--- config.mk ---
export PLATFORM = sky130hd
export DESIGN_NAME = booth_mul_scheduler
export DESIGN_NICKNAME = d
export VERILOG_FILES = /design/src/rtl/booth_mul_scheduler.sv
export SDC_FILE = /design/constraint.sdc
export NUM_CORES = 1
export LEC_CHECK = 0
export ABC_AREA = 1
export BUFFER_PORTS_ARGS = -buffer_cell sky130_fd_sc_hd__buf_2
export CORE_MARGIN = 5
export CORE_UTILIZATION = 48
export CTS_CLUSTER_SIZE = 16
export DETAILED_ROUTE_END_ITERATION = 12
export GPL_TIMING_DRIVEN = 0
export PLACE_DENSITY = 0.95
export SLEW_MARGIN = 20
export SYNTH_ARGS = -nofsm -noshare
export SYNTH_HDL_FRONTEND = slang
export SYNTH_SLANG_ARGS = --single-unit
--- constraint.sdc ---
create_clock -name clk -period 9.65 [get_ports clk]
set_clock_uncertainty 0.1 [all_clocks]
set_input_delay 1.93 -clock clk [delete_from_list [all_inputs] [get_ports clk]]
set_output_delay 1.93 -clock clk [all_outputs]
set_load 0.02 [all_outputs]
--- src/rtl/booth_mul_scheduler.sv ---
// Round-robin scheduler that time-shares one combinational signed multiplier
// among NREQ requesters through a two-stage (operand, result) pipeline.
module booth_mul_scheduler #(
  parameter int BITS = 8,
  parameter int NREQ = 4,
  parameter int ID_W = 2
) (
  input  logic                 clk,
  input  logic                 rst,
  input  logic [NREQ-1:0]      req_valid,
  output logic [NREQ-1:0]      req_ready,
  input  logic [NREQ*BITS-1:0] req_a,
  input  logic [NREQ*BITS-1:0] req_b,
  output logic [2*BITS-1:0]    mul_in,
  input  logic [2*BITS-1:0]    mul_out,
  output logic                 rsp_valid,
  input  logic                 rsp_ready,
  output logic [ID_W-1:0]      rsp_id,
  output logic [2*BITS-1:0]    rsp_data,
  output logic                 busy
);

  localparam int unsigned NREQ_U = NREQ;

  logic                 op_v_q, op_v_d;
  logic [BITS-1:0]      op_a_q, op_a_d;
  logic [BITS-1:0]      op_b_q, op_b_d;
  logic [ID_W-1:0]      op_id_q, op_id_d;
  logic                 res_v_q, res_v_d;
  logic [2*BITS-1:0]    rsp_data_q, rsp_data_d;
  logic [ID_W-1:0]      rsp_id_q, rsp_id_d;
  logic [ID_W-1:0]      rr_ptr_q, rr_ptr_d;

  logic                 res_free, op_adv, op_free;
  logic                 gnt_any;
  logic [ID_W-1:0]      gnt_idx;
  logic [BITS-1:0]      gnt_a, gnt_b;

  // Pipeline advance conditions
  always_comb begin
    res_free = !res_v_q || rsp_ready;
    op_adv   = op_v_q && res_free;
    op_free  = !op_v_q || op_adv;
  end

  // Rotating-priority scan starting at rr_ptr; at most one grant per cycle
  always_comb begin
    gnt_any   = 1'b0;
    gnt_idx   = '0;
    req_ready = '0;
    if (op_free && !rst) begin
      for (int unsigned k = 0; k < NREQ_U; k++) begin
        for (int unsigned j = 0; j < NREQ_U; j++) begin
          if (!gnt_any && req_valid[j] && (j == (32'(rr_ptr_q) + k) % NREQ_U)) begin
            gnt_any      = 1'b1;
            gnt_idx      = ID_W'(j);
            req_ready[j] = 1'b1;
          end
        end
      end
    end
  end

  // Operand mux for the granted requester
  always_comb begin
    gnt_a = '0;
    gnt_b = '0;
    for (int unsigned j = 0; j < NREQ_U; j++) begin
      if (ID_W'(j) == gnt_idx) begin
        gnt_a = req_a[j*BITS +: BITS];
        gnt_b = req_b[j*BITS +: BITS];
      end
    end
  end

  // Next-state for operand stage, result stage and round-robin pointer
  always_comb begin
    op_v_d     = op_v_q;
    op_a_d     = op_a_q;
    op_b_d     = op_b_q;
    op_id_d    = op_id_q;
    res_v_d    = res_v_q;
    rsp_data_d = rsp_data_q;
    rsp_id_d   = rsp_id_q;
    rr_ptr_d   = rr_ptr_q;

    if (gnt_any) begin
      op_v_d   = 1'b1;
      op_a_d   = gnt_a;
      op_b_d   = gnt_b;
      op_id_d  = gnt_idx;
      rr_ptr_d = (gnt_idx == ID_W'(NREQ - 1)) ? '0 : gnt_idx + ID_W'(1);
    end else if (op_adv) begin
      op_v_d = 1'b0;
    end

    if (op_adv) begin
      res_v_d    = 1'b1;
      rsp_data_d = mul_out;
      rsp_id_d   = op_id_q;
    end else if (rsp_ready) begin
      res_v_d = 1'b0;
    end
  end

  // State registers with synchronous reset
  always_ff @(posedge clk) begin
    if (rst) begin
      op_v_q     <= 1'b0;
      op_a_q     <= '0;
      op_b_q     <= '0;
      op_id_q    <= '0;
      res_v_q    <= 1'b0;
      rsp_data_q <= '0;
      rsp_id_q   <= '0;
      rr_ptr_q   <= '0;
    end else begin
      op_v_q     <= op_v_d;
      op_a_q     <= op_a_d;
      op_b_q     <= op_b_d;
      op_id_q    <= op_id_d;
      res_v_q    <= res_v_d;
      rsp_data_q <= rsp_data_d;
      rsp_id_q   <= rsp_id_d;
      rr_ptr_q   <= rr_ptr_d;
    end
  end

  assign mul_in    = {op_a_q, op_b_q};
  assign rsp_valid = res_v_q;
  assign rsp_data  = rsp_data_q;
  assign rsp_id    = rsp_id_q;
  assign busy      = op_v_q || res_v_q;

endmodule
# After elaboration in Yosys (flattened, before gate mapping)
# Cells that the tools add are included.
[word_totals]
ff_bits = 40
input_bits = 87
out_inout_bits = 40
word_cells = 166
[classes]
add_sub_neg = 4
n_eq_ne = 16
n_mux = 77
n_reduce_logical = 61
[ops]
columns = ["cell", "n"]
rows = [
  ["32-bit logical NOT", 4],
  ["8-bit two-way mux", 8],
  ["1-bit two-way mux", 52],
  ["1-bit logical AND", 33],
  ["2-bit two-way mux", 16],
  ["2-bit == test (first input constant)", 10],
  ["1-bit logical NOT", 18],
  ["1-bit by 2-bit == test with 1-bit output (first input constant)", 5],
  ["2-bit by 1-bit adder with 2-bit output (second input constant)", 2],
  ["2-bit adder (second input constant)", 2],
  ["4-bit two-way mux", 1],
  ["2-bit nonzero test", 2],
  ["1-bit logical OR", 3],
  ["2-bit == test (second input constant)", 1],
  ["2-bit logical NOT", 1],
]

# Longest topological paths before layout
[logic_depth]
ltp_word = 86
depth_mapped = 24
mapped_depth_nobuf = 22

# Worst setup path before layout
# OpenSTA, ideal clock, no wires.
[synth_path]
path_type = "input to output"
start = "input port req_valid[1]"
end = "output port req_ready[1]"
t_arrival_ps = 3193
setup_slack_ps = 4427
stages = 9
path_buffers = 0
path_cell_list = "nand3_2 -> nand3_2 -> nor2_4 -> nand4_4 -> nor2_4 -> nand4_4 -> nor3_2 -> nand2_1 -> a41oi_1"
[synth_via]
elab_chain_cells = 64
[synth_lines]
columns = ["element", "line_no", "text"]
rows = [
  ["start: declaration", "10", "input logic [NREQ-1:0] req_valid,"],
  ["1-bit logical AND (2 in series)", "54", "if (!gnt_any && req_valid[j] && (j == (32'(rr_ptr_q) + k) % NREQ_U)) begin"],
  ["1-bit two-way mux", "54", ""],
  ["1-bit two-way mux", "51", "if (op_free && !rst) begin"],
  ["1-bit logical NOT", "54", ""],
  ["1-bit logical AND (2 in series)", "54", ""],
  ["1-bit two-way mux", "54", ""],
  ["1-bit two-way mux", "51", ""],
  ["1-bit logical NOT", "54", ""],
  ["(+44 left out)", "-", ""],
  ["1-bit logical NOT", "54", ""],
  ["1-bit logical AND (2 in series)", "54", ""],
  ["1-bit two-way mux", "54", ""],
  ["1-bit two-way mux", "51", ""],
  ["1-bit logical NOT", "54", ""],
  ["1-bit logical AND (2 in series)", "54", ""],
  ["1-bit two-way mux (*)", "54", ""],
  ["4-bit two-way mux (*)", "51", ""],
  ["end: declaration", "11", "output logic [NREQ-1:0] req_ready,"],
]
# Mark *: on every way between the ends. The rest lies on a longest branch, timed or not. The select of a mux whose other input is x is not followed.

# Worst setup path after layout
[layout_path]
start = "input port req_valid[3]"
end = "output port req_ready[3]"
# Same word-level chain as after synthesis.

==> summary.txt <==
STA
  – Final period util: 57.2%
  – Final TNS setup: 0 ns
  – Fin. Hold Viols: 0
  – Peak Freq: 0.181 GHz
  – Min Tclk post-route: 5.52 ns
  – Final setup viols: 0
  – Fin. max-slew vios: 0
  – Max-slew headroom: 72.2%
  – Hold Worst Slack: 0.366 ns
  – Slew @ Worst Pin: 0.417 ns
  – RSZ-0062 raised after global routing: no

Global routing
  – Global route total overflow: 0
  – First-pass GRT wire length: 11.5 mm
  – Largest net degree at the start of global routing: 15
  – Vias in the first global route: 2770
  – Overall routing resource usage: 22.0%
  – Initial antenna violation count: 0

Critical path
  – Req. time, crit path: 7.62 ns
  – Cell chain of the critical path: buf_2 -> inv_1 -> nor2_2 -> nor2_4 -> nand4_4 -> nor2_4 -> nand4_4 -> nor3_2 -> nand4_1 -> a21oi_1 -> buf_2
  – Max incr delay on CP: 0.21 ns
  – CP delay by family, top: simple AND/OR/NAND/NOR gates
  – Crit path max fanout: 5
  – CP Class: primary input to output pin
  – Crit. End Element: output pin
  – Crit path buffers/inverters: 3
  – Critical Path Slowest Stage Cell: nor3_2
  – Worst EP arrival: 3.49 ns
  – Worst setup SP type: primary input

Cells and area
  – Most frequent cells in the layout: 126 x buf_2, 95 x nand2_1, 51 x o21ai_0, 47 x nor2_1, 40 x dfxtp_1
  – Ant diodes: 0
  – Most common cell after layout, fill and taps aside: buf_2
  – Layout Area Growth over Synthesis: 35.3%
  – Final nets: 588
  – Fraction of layout cells with a size suffix above 1: 31.5%
  – Design area: 3180 µm²

Floorplan
  – Row count: 25
  – DIE AREA: 6400 µm²
  – Die width: 80.0 µm
  – Initial Util: 49.4%
  – IO Pins: 127
  – Die Ht: 80.0 µm
  – CORE AREA: 4750 µm²

Routing
  – DRC: 0
  – Vias: 2795
  – Initial DRC Count: 200
  – Routed vias/inst: 4.95
  – DRT Wirelength: 6.86 mm
  – Routed length per placed instance: 12.1 µm
  – Number of routed nets with antenna violations: 0
  – 1st-pass router iterations: 5

Yosys
  – Syn Area/Cell: 6.46 µm²
  – Syn nets: 455
  – Register area share after synthesis: 34.1%
  – Dominant synthesized flop cell: dfxtp_1
  – Yosys reg bits: 40
  – Synthesized area: 2350 µm²
  – Top cells by area, synth: dfxtp_1 34%, nand2_1 15%, o21ai_0 11%
  – Synth async-reset ratio: 0%
  – Synth unique cells: 25
  – Number of enable flip-flop cells after synthesis: 0
  – Yosys warning count: 0
  – Area leader, netlist: dfxtp_1
  – Mapped Cells: 364
  – Top cell type's share of synthesized area: 34.1%

Power
  – Sequential power share: 31.7%
  – Max VDD drop: 0.000114 V
  – Power Density: 226 nW/µm²
  – Clock share of power: 19.4%
  – Leakage: 1.67 nW
  – Cell Int Power: 0.000411 W
  – Gate power share: 49.0%
  – Power, Total: 0.000720 W
  – Switching Share: 42.9%
  – NetSw: 0.000309 W

Clock network
  – Reg clk slew, reported paths: 0.08 ns
  – CTS tree: yes
  – # resized after CTS: 0
  – H-tree levels: 2
  – Root Buffer: clkbuf_8
  – Clock Sinks: 40
  – Num CTS Buffers: 5
  – Clk_lat worst skew: 0.29 ns
  – Clock Tree Buf Depth: 2
  – CTS Hold Bufs: 0
  – Setup Fix Bufs, Post-CTS: 0

Place
  – Port bufs: 126
  – Area after DPL: 3070 µm²
  – Dpl hpwl: 5.77 mm
  – Gpl congestion: 0.945

Outcome
  – Outcome: complete, no violations

Hold path
  – Worst Hold Class: flip-flop to flip-flop

Flow run
  – Max-cap violations: 0
## through the flow
stage | util, % | worst slack, ns | cells
final | 66.9 | 4.13 | 565
after global routing | 66.9 | 3.94 | 565
after CTS | 66.9 | 4.12 | 565
after detailed placement | 64.5 | 4.13 | 557
after global placement | 64.5 | 4.13 | 557
after floorplan | - | 4.43 | 364
## flip-flops by register name (all words and copies together) (netlist names)
name       count
rsp_id         2
rsp_data      16
op_b_q         8
rr_ptr_q       2
op_a_q         8
rsp_valid      1
op_v_q         1
op_id_q        2
## Yosys cell counts (3+ instances only)
cell type,count
a21oi_1,20
nor2_2,3
clkbuf_1,16
nand3_1,36
nand2_1,95
inv_1,18
a41oi_1,3
o21ai_0,51
ha_1,4
nor2_4,4
dfxtp_1,40
nand4_1,4
nor3_1,5
nand3_2,3
nor2_1,47
## layer usage
metal / part of all wire [%] / vias to the layer above / GRT usage [%]
met5: 0 / - / 0
met4: 1.7 / 0 / 7.43
met3: 11 / 10 / 6.66
met2: 48 / 134 / 40.1
met1: 40 / 1183 / 24.0
li1: - / 1468 / -
## worst paths after layout
path                                                from                      to  slack, ns  cells past startpoint
worst max-delay path                        req_valid[3]            req_ready[3]       4.13                     11
worst min-delay path              op_a_q[1]$_SDFFE_PP0P_  op_a_q[1]$_SDFFE_PP0P_       0.37                      2
worst max register to register  rr_ptr_q[1]$_SDFFE_PP0P_  op_a_q[6]$_SDFFE_PP0P_       6.02                     23
worst min register to register    op_a_q[1]$_SDFFE_PP0P_  op_a_q[1]$_SDFFE_PP0P_       0.37                      2
## area by class of cell
cell class                 count  area [µm²]
clock buffer                   5        68.8
multi-input combinational    283        1380
tap                           67        83.8
sequential                    40         801
buffer                        19        86.3
timing repair buffer         126         631
inverter                      22        82.6
clock inverter                 3        46.3
fill                         445        1570
## cell families (layout without fill, tap and decap cells)
group,Yosys count,in the layout,share of synthesized area [%]
flops,40,40,34.1
buf+inv,41,175,7.18
fa+ha+maj,4,4,2.13
simple gates,204,204,40.0
compound gates,75,75,16.6
## worst min-delay path, stage by stage (launching register included)
cell and delay [ns]:
dfxtp_1 0.31, nand3_1 0.07, nand2_1 0.04
## power by group through the flow
stage               Clock [W]  Combinational (W)  Sequential (W)
CTS                  0.000143           0.000354        0.000228
global route         0.000150           0.000398        0.000233
floorplan                   0           0.000207        0.000273
detailed placement          0           0.000353        0.000232
finish               0.000139           0.000352        0.000228
global placement            0           0.000345        0.000230
(Power assumes the default switching activity.)
